**config.mk**
```make
export PLATFORM = sky130hd
export DESIGN_NAME = march_bist_ctrl_flat
export DESIGN_NICKNAME = d
export VERILOG_FILES = /design/src/rtl/march_bist_ctrl_if.sv /design/src/rtl/march_bist_ctrl.sv /design/src/flat_wrapper.sv
export SDC_FILE = /design/constraint.sdc
export NUM_CORES = 1
export LEC_CHECK = 0
export ABC_AREA = 0
export BUFFER_PORTS_ARGS = -buffer_cell sky130_fd_sc_hd__buf_2
export CAP_MARGIN = 20
export CELL_PAD_IN_SITES_DETAIL_PLACEMENT = 1
export CELL_PAD_IN_SITES_GLOBAL_PLACEMENT = 2
export CORE_ASPECT_RATIO = 0.9
export CORE_UTILIZATION = 35
export DETAILED_ROUTE_END_ITERATION = 6
export HOLD_SLACK_MARGIN = 0.02
export PLACE_DENSITY_LB_ADDON = 0.05
export SLEW_MARGIN = 20
export SYNTH_ARGS = -nofsm -noshare
export SYNTH_HDL_FRONTEND = slang
export SYNTH_SLANG_ARGS = --single-unit
```
**constraint.sdc**
```tcl
create_clock -name clk -period 6 [get_ports clk]
set_input_delay 0.9 -clock clk [delete_from_list [all_inputs] [get_ports clk]]
set_output_delay 0.9 -clock clk [all_outputs]
set_load 0.01 [all_outputs]
```
**src/rtl/march_bist_ctrl_if.sv**
```systemverilog
// Single-port synchronous RAM bus between the BIST controller (master) and the RAM (slave).
interface march_bist_ctrl_if #(
    parameter int unsigned ADDR_W = 4,
    parameter int unsigned DATA_W = 8
) ();
    logic [ADDR_W-1:0] mem_addr;
    logic              mem_we;
    logic              mem_re;
    logic [DATA_W-1:0] mem_wdata;
    logic [DATA_W-1:0] mem_rdata;

    modport master (
        output mem_addr,
        output mem_we,
        output mem_re,
        output mem_wdata,
        input  mem_rdata
    );

    modport slave (
        input  mem_addr,
        input  mem_we,
        input  mem_re,
        input  mem_wdata,
        output mem_rdata
    );
endinterface

```
**src/rtl/march_bist_ctrl.sv**
```systemverilog
// March C- / MATS+ memory BIST controller: sequences RAM ops, compares reads one cycle
// later, records the first failing address/element and a saturating mismatch count.
module march_bist_ctrl #(
    parameter int unsigned       ADDR_W       = 4,
    parameter int unsigned       DATA_W       = 8,
    parameter logic [DATA_W-1:0] BACKGROUND   = '0,
    parameter int unsigned       ERR_W        = 8,
    parameter bit                STOP_ON_FAIL = 1'b0
) (
    input  logic                     clk,
    input  logic                     rst_n,
    input  logic                     start_i,
    input  logic                     mode_i,
    march_bist_ctrl_if.master        mem,
    output logic                     busy_o,
    output logic                     done_o,
    output logic                     fail_o,
    output logic [ADDR_W-1:0]        fail_addr_o,
    output logic [2:0]               fail_elem_o,
    output logic [ERR_W-1:0]         err_cnt_o
);

    typedef enum logic [1:0] {StIdle, StRun, StDrain, StDone} state_e;

    state_e            state_q, state_d;
    logic              mode_q, mode_d;
    logic [2:0]        elem_q, elem_d;
    logic              op_q, op_d;
    logic [ADDR_W-1:0] addr_q, addr_d;
    logic              cmp_valid_q, cmp_valid_d;
    logic [DATA_W-1:0] exp_q, exp_d;
    logic [ADDR_W-1:0] cmp_addr_q, cmp_addr_d;
    logic [2:0]        cmp_elem_q, cmp_elem_d;
    logic              fail_q, fail_d;
    logic [ADDR_W-1:0] fail_addr_q, fail_addr_d;
    logic [2:0]        fail_elem_q, fail_elem_d;
    logic [ERR_W-1:0]  err_cnt_q, err_cnt_d;

    // Current element shape and the op at op_q; val is the logical data value (0/1).
    logic two_ops, down, rd, val, last_elem, next_down;

    always_comb begin
        two_ops   = 1'b1;
        down      = 1'b0;
        rd        = 1'b0;
        val       = 1'b0;
        last_elem = 1'b0;
        next_down = 1'b0;
        if (!mode_q) begin
            case (elem_q)
                3'd0:    two_ops = 1'b0;
                3'd1:    begin rd = ~op_q; val = op_q; end
                3'd2:    begin rd = ~op_q; val = ~op_q; next_down = 1'b1; end
                3'd3:    begin down = 1'b1; rd = ~op_q; val = op_q; next_down = 1'b1; end
                3'd4:    begin down = 1'b1; rd = ~op_q; val = ~op_q; end
                3'd5:    begin two_ops = 1'b0; rd = 1'b1; last_elem = 1'b1; end
                default: two_ops = 1'b0;
            endcase
        end else begin
            case (elem_q)
                3'd0:    two_ops = 1'b0;
                3'd1:    begin rd = ~op_q; val = op_q; next_down = 1'b1; end
                3'd2:    begin down = 1'b1; rd = ~op_q; val = ~op_q; last_elem = 1'b1; end
                default: two_ops = 1'b0;
            endcase
        end
    end

    logic              mismatch;
    logic              at_end;
    logic [DATA_W-1:0] word;
    logic              mem_we, mem_re;
    logic [DATA_W-1:0] mem_wdata;

    assign mismatch = cmp_valid_q && (mem.mem_rdata != exp_q);
    assign word     = val ? ~BACKGROUND : BACKGROUND;
    assign at_end   = down ? (addr_q == '0) : (addr_q == '1);

    always_comb begin
        state_d     = state_q;
        mode_d      = mode_q;
        elem_d      = elem_q;
        op_d        = op_q;
        addr_d      = addr_q;
        cmp_valid_d = 1'b0;
        exp_d       = exp_q;
        cmp_addr_d  = cmp_addr_q;
        cmp_elem_d  = cmp_elem_q;
        fail_d      = fail_q;
        fail_addr_d = fail_addr_q;
        fail_elem_d = fail_elem_q;
        err_cnt_d   = err_cnt_q;
        mem_we      = 1'b0;
        mem_re      = 1'b0;
        mem_wdata   = '0;

        // Compare of the read issued last cycle; also live in DRAIN for the final read.
        if (mismatch) begin
            if (err_cnt_q != '1) err_cnt_d = err_cnt_q + 1'b1;
            if (!fail_q) begin
                fail_d      = 1'b1;
                fail_addr_d = cmp_addr_q;
                fail_elem_d = cmp_elem_q;
            end
        end

        case (state_q)
            StIdle, StDone: begin
                if (start_i) begin
                    state_d     = StRun;
                    mode_d      = mode_i;
                    elem_d      = '0;
                    op_d        = 1'b0;
                    addr_d      = '0;
                    fail_d      = 1'b0;
                    fail_addr_d = '0;
                    fail_elem_d = '0;
                    err_cnt_d   = '0;
                end
            end
            StRun: begin
                if (rd) begin
                    mem_re      = 1'b1;
                    cmp_valid_d = 1'b1;
                    exp_d       = word;
                    cmp_addr_d  = addr_q;
                    cmp_elem_d  = elem_q;
                end else begin
                    mem_we    = 1'b1;
                    mem_wdata = word;
                end
                if (two_ops && !op_q) begin
                    op_d = 1'b1;
                end else begin
                    op_d = 1'b0;
                    if (at_end) begin
                        elem_d = elem_q + 3'd1;
                        addr_d = next_down ? '1 : '0;
                        if (last_elem) state_d = StDrain;
                    end else begin
                        addr_d = down ? addr_q - 1'b1 : addr_q + 1'b1;
                    end
                end
                if (STOP_ON_FAIL && mismatch) state_d = StDrain;
            end
            StDrain: state_d = StDone;
            default: state_d = StIdle;
        endcase
    end

    always_ff @(posedge clk or negedge rst_n) begin
        if (!rst_n) begin
            state_q     <= StIdle;
            mode_q      <= 1'b0;
            elem_q      <= '0;
            op_q        <= 1'b0;
            addr_q      <= '0;
            cmp_valid_q <= 1'b0;
            exp_q       <= '0;
            cmp_addr_q  <= '0;
            cmp_elem_q  <= '0;
            fail_q      <= 1'b0;
            fail_addr_q <= '0;
            fail_elem_q <= '0;
            err_cnt_q   <= '0;
        end else begin
            state_q     <= state_d;
            mode_q      <= mode_d;
            elem_q      <= elem_d;
            op_q        <= op_d;
            addr_q      <= addr_d;
            cmp_valid_q <= cmp_valid_d;
            exp_q       <= exp_d;
            cmp_addr_q  <= cmp_addr_d;
            cmp_elem_q  <= cmp_elem_d;
            fail_q      <= fail_d;
            fail_addr_q <= fail_addr_d;
            fail_elem_q <= fail_elem_d;
            err_cnt_q   <= err_cnt_d;
        end
    end

    assign mem.mem_addr  = addr_q;
    assign mem.mem_we    = mem_we;
    assign mem.mem_re    = mem_re;
    assign mem.mem_wdata = mem_wdata;

    assign busy_o      = (state_q == StRun) || (state_q == StDrain);
    assign done_o      = (state_q == StDone);
    assign fail_o      = fail_q;
    assign fail_addr_o = fail_addr_q;
    assign fail_elem_o = fail_elem_q;
    assign err_cnt_o   = err_cnt_q;

endmodule

```
**src/flat_wrapper.sv**
```systemverilog
// flat-port wrapper written by rule: the top's interface ports become plain ports
module march_bist_ctrl_flat 
#(
    parameter int unsigned       ADDR_W       = 4,
    parameter int unsigned       DATA_W       = 8,
    parameter logic [DATA_W-1:0] BACKGROUND   = '0,
    parameter int unsigned       ERR_W        = 8,
    parameter bit                STOP_ON_FAIL = 1'b0
)
  (clk, rst_n, start_i, mode_i, busy_o, done_o, fail_o, fail_addr_o, fail_elem_o, err_cnt_o, mem_mem_addr, mem_mem_we, mem_mem_re, mem_mem_wdata, mem_mem_rdata);
  march_bist_ctrl_if #(.ADDR_W(ADDR_W), .DATA_W(DATA_W)) mem_i ();
  input  logic clk;
  input  logic rst_n;
  input  logic start_i;
  input  logic mode_i;
  output logic busy_o;
  output logic done_o;
  output logic fail_o;
  output logic [ADDR_W-1:0] fail_addr_o;
  output logic [2:0] fail_elem_o;
  output logic [ERR_W-1:0] err_cnt_o;
  output wire logic [$bits(mem_i.mem_addr)-1:0] mem_mem_addr;
  output wire logic [$bits(mem_i.mem_we)-1:0] mem_mem_we;
  output wire logic [$bits(mem_i.mem_re)-1:0] mem_mem_re;
  output wire logic [$bits(mem_i.mem_wdata)-1:0] mem_mem_wdata;
  input wire logic [$bits(mem_i.mem_rdata)-1:0] mem_mem_rdata;
  assign mem_mem_addr = mem_i.mem_addr;
  assign mem_mem_we = mem_i.mem_we;
  assign mem_mem_re = mem_i.mem_re;
  assign mem_mem_wdata = mem_i.mem_wdata;
  assign mem_i.mem_rdata = mem_mem_rdata;
  march_bist_ctrl #(.ADDR_W(ADDR_W), .DATA_W(DATA_W), .BACKGROUND(BACKGROUND), .ERR_W(ERR_W), .STOP_ON_FAIL(STOP_ON_FAIL)) u_core (.clk(clk), .rst_n(rst_n), .start_i(start_i), .mode_i(mode_i), .mem(mem_i), .busy_o(busy_o), .done_o(done_o), .fail_o(fail_o), .fail_addr_o(fail_addr_o), .fail_elem_o(fail_elem_o), .err_cnt_o(err_cnt_o));
endmodule
```
==> results.rst, run 1 <==
.. list-table::
   :header-rows: 1

   * - Metric
     - Value
   * - Fmax
     - 309.3 MHz
   * - Commonest non-fill, non-tap cell in the layout
     - sky130_fd_sc_hd__buf_2
   * - Standard-cell rows
     - 26
   * - Filler cell count in the final layout
     - 701
   * - Commonest register cell after synthesis
     - sky130_fd_sc_hd__dfrtp_1
   * - Worst Setup Slack post-DPL
     - 3.085 ns
   * - Async set-or-reset flop fraction in the synthesized netlist
     - 100.0%
   * - Worst Tran Pin Value
     - 0.8417 ns
   * - Static leakage
     - 0.001216 uW
   * - Worst hold path class
     - flop to flop
   * - PwrDens
     - 284.0 mW/mm^2
   * - WHS Endpoint
     - u_core.cmp_addr_q[3]$_DFFE_PN0P_
   * - Tcrit/Tclk final
     - 53.88%
   * - Setup Fix Bufs, Post-CTS
     - 0
   * - Synthesized flop and latch total
     - 36
   * - EDFF count, synth
     - 0
   * - Worst Path Class, Setup
     - flop to primary output
   * - 1st-pass router iterations
     - 7
   * - Clock edge transition at the registers on the reported setup and hold paths
     - 0.08 ns
   * - Share of Yosys cell area claimed by the top area cell type
     - 42.01%
   * - Proportion of layout cells with a drive suffix above 1
     - 23.90%
   * - Clock insertion delay at the later pin of the skew report
     - 0.30 ns
   * - Final cell area excluding filler cells
     - 0.002475 sq mm
   * - Sinks on Clock Net
     - 36
   * - Post-Route Skew
     - 0.003444 ns
   * - Number of H-tree levels
     - 2
   * - Setup TNS
     - 0 ns
   * - First-pass GRT wire length
     - 8659 um
   * - Number of cells on the worst hold path
     - 2
   * - CP required
     - 5.10 ns
   * - Setup repair after global routing missed its margin
     - false
   * - Residual DRC
     - 4
   * - Final wirelength
     - 5104 um
   * - Die area
     - 0.006445 sq mm
   * - Net Count, Synth
     - 257
   * - Initial antenna violation count
     - 0
   * - Reg-to-reg slack, setup
     - 3.34 ns
   * - Capturing point of the worst reg2reg path
     - u_core.mem.mem_addr[3]$_DFFE_PN0P_
   * - Quantity of gates resized following cts
     - 0
   * - GPL Wtd Cong
     - 0.7842
   * - Inserted Clock Buffers
     - 5
   * - Fraction of the core area covered by cells at the end of the flow
     - 42.74%
   * - Placed Instances
     - 334
   * - Maximum number of pins on one net before global-route repair
     - 37
   * - Cell Chain, Critical Path
     - inv_1, ha_1, nor2_1, a211oi_1, nor4_1, nor2b_1, buf_2
   * - Most area-hungry cell type in the Yosys netlist
     - sky130_fd_sc_hd__dfrtp_1
   * - Critical path capture point type
     - primary output
   * - Die Y-Extent
     - 76.26 um
   * - Total core area
     - 0.005791 sq mm
   * - Number of max-capacitance violations reported
     - 0
   * - Max-slew violation count
     - 0
   * - CP max stage cell
     - sky130_fd_sc_hd__dfrtp_1
   * - I/O pin count
     - 44
   * - Startpoint of the lowest-slack hold path
     - u_core.cmp_addr_q[3]$_DFFE_PN0P_
   * - Tightest slew margin relative to the limit
     - 43.89%
   * - Critical-path maximum fanout
     - 8
   * - Final period demand of the worst path
     - 3.233 ns
   * - Violations in the final reports
     - design-rule violations
   * - Via count of the first global-routing pass
     - 1704
   * - Post-Synthesis Cells
     - 233
   * - Number of nets in the finished design
     - 295
   * - Global route overflow
     - 0
   * - Status
     - finished with violations
   * - Average wire length per cell after detail routing
     - 14.92 um
   * - Hold Buf Count CTS
     - 0
   * - Area contributors post-synth
     - sky130_fd_sc_hd__dfrtp_1 42%, sky130_fd_sc_hd__ha_1 6.4%, sky130_fd_sc_hd__nand2_1 5.1%, sky130_fd_sc_hd__nand3_1 4.0%, sky130_fd_sc_hd__inv_1 2.8%
   * - Final Hold Violating Endpoints
     - 0
   * - # diodes
     - 0
   * - Largest vdd supply drop
     - 0.0001780 V
   * - Maximum clock insertion buffer count
     - 2
   * - Root Buffer
     - sky130_fd_sc_hd__clkbuf_8
   * - Commonest cells after routing, fill and taps aside
     - 43 x sky130_fd_sc_hd__buf_2, 36 x sky130_fd_sc_hd__dfrtp_1, 29 x sky130_fd_sc_hd__nand2_1, 17 x sky130_fd_sc_hd__nand3_1, 16 x sky130_fd_sc_hd__inv_1
   * - Vias after detailed routing
     - 1800
   * - Minimum setup slack in the final design
     - 2.767 ns
   * - Starting density of the core
     - 37.04%
   * - Horizontal die dimension
     - 84.51 um
   * - # setup viols final
     - 0
   * - Nature of the critical path startpoint
     - flop
   * - Mean number of vias per cell
     - 5.263
   * - Data arrival time of the worst path
     - 2.33 ns
   * - Post-synthesis area per instance
     - 9.204 sq um
   * - Fin cells
     - 342
   * - Number of unique standard cell types used by synthesis
     - 47
   * - Reg2reg path depth
     - 10
   * - Number of port buffers
     - 43
   * - Number of violations reported at the end of detailed-routing iteration 0
     - 87
   * - CP peak stage delay
     - 0.44 ns
   * - Placed Instance Area
     - 0.002381 sq mm
   * - Critical Path Source
     - u_core.elem_q[0]$_DFFE_PN0P_
   * - Hpwl dp
     - 3740 um
   * - Total standard cell area after synthesis
     - 0.002145 sq mm
   * - Fraction of the yosys area taken by sequential cells
     - 42.01%
   * - Synthesis Warnings
     - 0
   * - Reg-to-reg startpoint
     - u_core.elem_q[0]$_DFFE_PN0P_
   * - ANT nets after route
     - 0
   * - Syn-to-layout area delta
     - 15.40%
   * - Clock tree from TritonCTS
     - yes
   * - All-layer global routing usage
     - 17.08%
[per-layer routing]
metal  vias up  wire length (um)  GRT usage [%]
li1        896                 -              -
met1       856              2666          24.43
met2        41              2117          24.96
met3         7               257          4.875
met4         0                63          5.085
met5         -                 0              0
[how the worst max path moves through the flow]
stage | to | slack (ns) | depth (start not counted)
2_1_floorplan | mem_mem_wdata[1] | 2.92 | 7
3_3_place_gp | mem_mem_wdata[0] | 3.16 | 7
3_5_place_dp | mem_mem_wdata[3] | 3.08 | 7
4_1_cts | mem_mem_wdata[3] | 2.74 | 7
5_1_grt | mem_mem_wdata[2] | 2.58 | 7
6_report | mem_mem_wdata[3] | 2.77 | 7
[registers in the layout (all words and copies together), names as in the netlist, 2 cells and up]
register	cells
u_core.err_cnt_o	8
u_core.cmp_addr_q	4
u_core.fail_addr_o	4
u_core.mem.mem_addr	4
u_core.cmp_elem_q	3
u_core.elem_q	3
u_core.fail_elem_o	3
u_core.state_q	2
[layout make-up]
type | instances | area (sq um) | share of cell area [%]
timing repair buffer | 45 | 230.2 | 9.302
inverter | 16 | 60.06 | 2.427
clock inverter | 1 | 7.507 | 0.3033
multi-input combinational | 167 | 1102 | 44.54
sequential | 36 | 900.9 | 36.40
clock buffer | 7 | 86.33 | 3.488
tap | 70 | 87.58 | 3.539
[cells by family (layout without fill, tap and decap cells)]
group | after synthesis | after routing | share of synthesized area, %
buf+inv | 30 | 69 | 6.593
fa+ha+maj | 12 | 12 | 7.351
xor+xnor | 2 | 2 | 0.8170
flops | 36 | 36 | 42.01
simple gates | 95 | 95 | 22.99
mux | 8 | 8 | 3.909
compound gates | 50 | 50 | 16.34
[report_power, final]
part,internal [uW],leakage [uW],switching [uW],total [uW]
Combinational,82.0,0.000677,150,232
Sequential,257,0.000494,24.5,282
Clock,93.4,0.0000445,94.9,188
Total,433,0.00122,270,703
[cells in the mapped netlist, types with 3 or more instances]
| cell | number |
|---|---|
| sky130_fd_sc_hd__ha_1 | 11 |
| sky130_fd_sc_hd__nand3_1 | 17 |
| sky130_fd_sc_hd__clkbuf_1 | 5 |
| sky130_fd_sc_hd__nand2_1 | 29 |
| sky130_fd_sc_hd__o221ai_1 | 3 |
| sky130_fd_sc_hd__nor2_1 | 12 |
| sky130_fd_sc_hd__and3_1 | 6 |
| sky130_fd_sc_hd__nand2b_1 | 4 |
| sky130_fd_sc_hd__buf_4 | 7 |
| sky130_fd_sc_hd__o21ai_0 | 11 |
| sky130_fd_sc_hd__mux2i_1 | 5 |
| sky130_fd_sc_hd__a21oi_1 | 7 |
| sky130_fd_sc_hd__nor3_1 | 4 |
| sky130_fd_sc_hd__nor3_2 | 3 |
| sky130_fd_sc_hd__inv_1 | 16 |
| sky130_fd_sc_hd__dfrtp_1 | 36 |
| sky130_fd_sc_hd__mux2_2 | 3 |
| sky130_fd_sc_hd__a211oi_1 | 4 |
| sky130_fd_sc_hd__o21ai_1 | 8 |
| sky130_fd_sc_hd__nand3b_1 | 3 |
| sky130_fd_sc_hd__nand4_1 | 3 |
[critical path, delay by kind of cell, from the launching register on]
family | cells | cell delay [ns]
flip-flops | 1 | 0.44
AO/OA/AOI/OAI | 1 | 0.15
AND/OR/NAND/NOR | 3 | 0.85
buffers and inverters | 2 | 0.31
adder cells (fa/ha/maj) | 1 | 0.27
[stage by stage]
step	power [uW]	hold WS, ns
floorplan	449.4	0.4495
global placement	521.8	0.4689
detailed placement	523.3	0.4761
CTS	714.9	0.4958
global route	757.7	0.5102
finish	702.8	0.4944
Power figures use the tool's default switching activity.
==> inputs of run 2 (changes only) <==
Settings changed: CORE_UTILIZATION 35 to 33.
Clock period 6 ns to 3 ns, I/O delays scaled along.
==> results.rst, run 2 (synthesis gave the netlist of run 1 again) <==
.. list-table::
   :header-rows: 1

   * - Metric
     - Value
   * - Total core area
     - 0.006182 sq mm (+6.8%)
   * - # setup viols final
     - 0 (unchanged)
   * - Buffers & Inverters on Critical Path
     - 2 (unchanged)
   * - Status
     - finished clean
   * - Critical-path maximum fanout
     - 8 (unchanged)
   * - GPL Wtd Cong
     - 0.7373 (-6.0%)
   * - Cell family with the largest share of critical-path delay
     - compound AO/OA/AOI/OAI gates
   * - CP max stage cell
     - sky130_fd_sc_hd__a211oi_1
   * - CP peak stage delay
     - 0.56 ns (+0.12 ns)
   * - Root Buffer
     - sky130_fd_sc_hd__clkbuf_8
   * - Reg-to-reg startpoint
     - u_core.elem_q[0]$_DFFE_PN0P_
   * - Clock insertion delay at the later pin of the skew report
     - 0.29 ns (about the same)
   * - Critical path capture point type
     - primary output
   * - Number of flip-flops under the largest register name
     - 8 (unchanged)
   * - ANT nets after route
     - 0 (unchanged)
   * - Inserted Clock Buffers
     - 5 (unchanged)
   * - Number of stages on the worst setup path
     - 7 (unchanged)
   * - Tightest slew margin relative to the limit
     - 43.82% (-0.068 points)
   * - Capture point of the worst path
     - mem_mem_wdata[7]
   * - # diodes
     - 0 (unchanged)
   * - Tightest hold margin
     - 0.2524 ns (-0.2420 ns)
   * - First-pass GRT wire length
     - 8804 um (+1.7%)
   * - Vias after detailed routing
     - 1814 (+0.78%)
   * - Capturing point of the worst reg2reg path
     - u_core.mem.mem_addr[3]$_DFFE_PN0P_
   * - Commonest non-fill, non-tap cell in the layout
     - sky130_fd_sc_hd__buf_2
   * - Number of max-capacitance violations reported
     - 0 (unchanged)
   * - Post-Route Skew
     - 0.004721 ns (+0.001277 ns)
   * - Placed Instances
     - 351 (+5.1%)
   * - Residual DRC
     - 0 (-4)
   * - Clock tree from TritonCTS
     - yes
   * - Number of H-tree levels
     - 2 (unchanged)
   * - Worst Path Class, Setup
     - flop to primary output
   * - PwrDens
     - 587.4 mW/mm^2 (+110%)
   * - Proportion of layout cells with a drive suffix above 1
     - 24.63% (+0.74 points)
   * - Final cell area excluding filler cells
     - 0.002525 sq mm (+2.0%)
   * - Static leakage
     - 0.001228 uW (+0.99%)
   * - 1st-pass router iterations
     - 4 (-3)
   * - Hold Buf Count CTS
     - 0 (unchanged)
   * - Final wirelength
     - 5206 um (+2.0%)
   * - Final Hold Violating Endpoints
     - 0 (unchanged)
   * - Max-slew violation count
     - 0 (unchanged)
   * - Setup repair after global routing missed its margin
     - false
   * - Cell Chain, Critical Path
     - inv_1, ha_1, nor2_1, a211oi_1, nor4_1, nor2b_2, buf_2
   * - Syn-to-layout area delta
     - 17.74%
   * - Number of nets in the finished design
     - 295 (unchanged)
   * - Nature of the critical path startpoint
     - flop
   * - I/O pin count
     - 44 (unchanged)
   * - Critical Path Source
     - u_core.elem_q[0]$_DFFE_PN0P_
   * - Reg-to-reg slack, setup
     - 0.38 ns (-2.96 ns)
   * - Clock edge transition at the registers on the reported setup and hold paths
     - 0.08 ns (about the same)
   * - Fin cells
     - 359 (+5.0%)
   * - Setup Fix Bufs, Post-CTS
     - 0 (unchanged)
   * - Horizontal die dimension
     - 86.98 um (+2.9%)
   * - CP required
     - 2.55 ns (-2.55 ns)
   * - Global route overflow
     - 0 (unchanged)
   * - Via count of the first global-routing pass
     - 1729 (+1.5%)
   * - Mean number of vias per cell
     - 5.053 (-4.0%)
   * - Placed Instance Area
     - 0.002402 sq mm (+0.89%)
   * - Maximum clock insertion buffer count
     - 2 (unchanged)
   * - Die Y-Extent
     - 78.48 um (+2.9%)
   * - Filler cell count in the final layout
     - 755 (+7.7%)
   * - Fmax
     - 370.6 MHz
   * - Largest vdd supply drop
     - 0.0003266 V (+83%)
   * - Die area
     - 0.006825 sq mm (+5.9%)
   * - Reg2reg path depth
     - 10 (unchanged)
   * - Met2 wire length
     - 2382 um (+13%)
   * - Sinks on Clock Net
     - 36 (unchanged)
   * - Detailed route wirelength on metal3
     - 161 um (-37%)
   * - Worst Tran Pin Value
     - 0.8427 ns (+0.001017 ns)
   * - Tcrit/Tclk final
     - 89.94%
   * - Hpwl dp
     - 3874 um (+3.6%)
   * - Max Used Layer
     - met4
   * - Data arrival time of the worst path
     - 2.25 ns (-0.08 ns)
   * - Worst hold path class
     - primary input to asynchronous set/reset pin
   * - Initial antenna violation count
     - 0 (unchanged)
   * - Maximum number of pins on one net before global-route repair
     - 37 (unchanged)
   * - Standard-cell rows
     - 27 (+3.8%)
   * - Number of port buffers
     - 43 (unchanged)
   * - Setup TNS
     - 0 ns (unchanged)
   * - Average wire length per cell after detail routing
     - 14.50 um (-2.8%)
   * - Routed metal-1 wire length
     - 2609 um (-2.1%)
   * - Commonest cells after routing, fill and taps aside
     - 43 x sky130_fd_sc_hd__buf_2, 36 x sky130_fd_sc_hd__dfrtp_1, 29 x sky130_fd_sc_hd__nand2_1, 17 x sky130_fd_sc_hd__nand3_1, 16 x sky130_fd_sc_hd__inv_1
   * - Number of violations reported at the end of detailed-routing iteration 0
     - 45 (-48%)
   * - Starting density of the core
     - 34.69% (-2.3 points)
   * - Final period demand of the worst path
     - 2.698 ns
   * - All-layer global routing usage
     - 16.59% (-0.49 points)
run 2: cell count changes in the layout (fill, tap and decap cells not counted):
cell	before	now
sky130_fd_sc_hd__clkbuf_1	1	0
sky130_fd_sc_hd__nor2b_1	2	1
sky130_fd_sc_hd__clkbuf_8	6	5
sky130_fd_sc_hd__o31ai_2	1	0
sky130_fd_sc_hd__nor2b_2	0	1
sky130_fd_sc_hd__bufinv_16	0	1
sky130_fd_sc_hd__clkinv_2	0	1
sky130_fd_sc_hd__o31ai_4	0	1
run 2: cell type report:
type,instances,area (sq um),share of cell area (%)
Multi-Input combinational cell,167,1114,44.10
Clock buffer,5,68.82,2.725
Sequential cell,36,900.9,35.68
Timing Repair Buffer,45,230.2,9.118
Inverter,16,60.06,2.379
Tap cell,87,108.9,4.311
Clock inverter,3,42.54,1.685
run 2: power breakdown:
part | internal, uW | switching [uW]
Clock | 246 | 183
Sequential | 515 | 50.5
Combinational | 171 | 318
run 2: stage by stage:
step / utilization, % / power [uW] / setup WS [ns]
floorplan: - / 898.8 / 0.3736
global placement: 38.86 / 1062 / 0.3740
detailed placement: 38.86 / 1064 / 0.3149
CTS: 40.80 / 1514 / 0.1948
global route: 40.84 / 1597 / 0.04428
finish: 40.84 / 1483 / 0.3017
run 2: what timing repair did:
action / in CTS / in global routing
resized for setup: 1 / 1
endpoints found under the setup margin: 1 / 8
pin swaps: 0 / 0
run 2: worst min-delay path by stage:
stage                                            end                             start  cells past startpoint  slack (ns)
detailed placement  u_core.cmp_addr_q[3]$_DFFE_PN0P_  u_core.cmp_addr_q[3]$_DFFE_PN0P_                      2        0.47
CTS                  u_core.fail_addr_o[2]$_DFF_PN0_                             rst_n                      1        0.29
finish               u_core.fail_addr_o[2]$_DFF_PN0_                             rst_n                      1        0.25
global route         u_core.fail_addr_o[2]$_DFF_PN0_                             rst_n                      1        0.32
floorplan           u_core.cmp_addr_q[0]$_DFFE_PN0P_                             rst_n                      0        0.15
global placement    u_core.cmp_addr_q[3]$_DFFE_PN0P_  u_core.cmp_addr_q[3]$_DFFE_PN0P_                      2        0.47
run 2: routing by layer:
metal	global-route usage, %	vias to the layer above
met5	0	-
met4	6.000	0
met3	3.260	5
met2	25.04	26
met1	23.36	885
li1	-	898
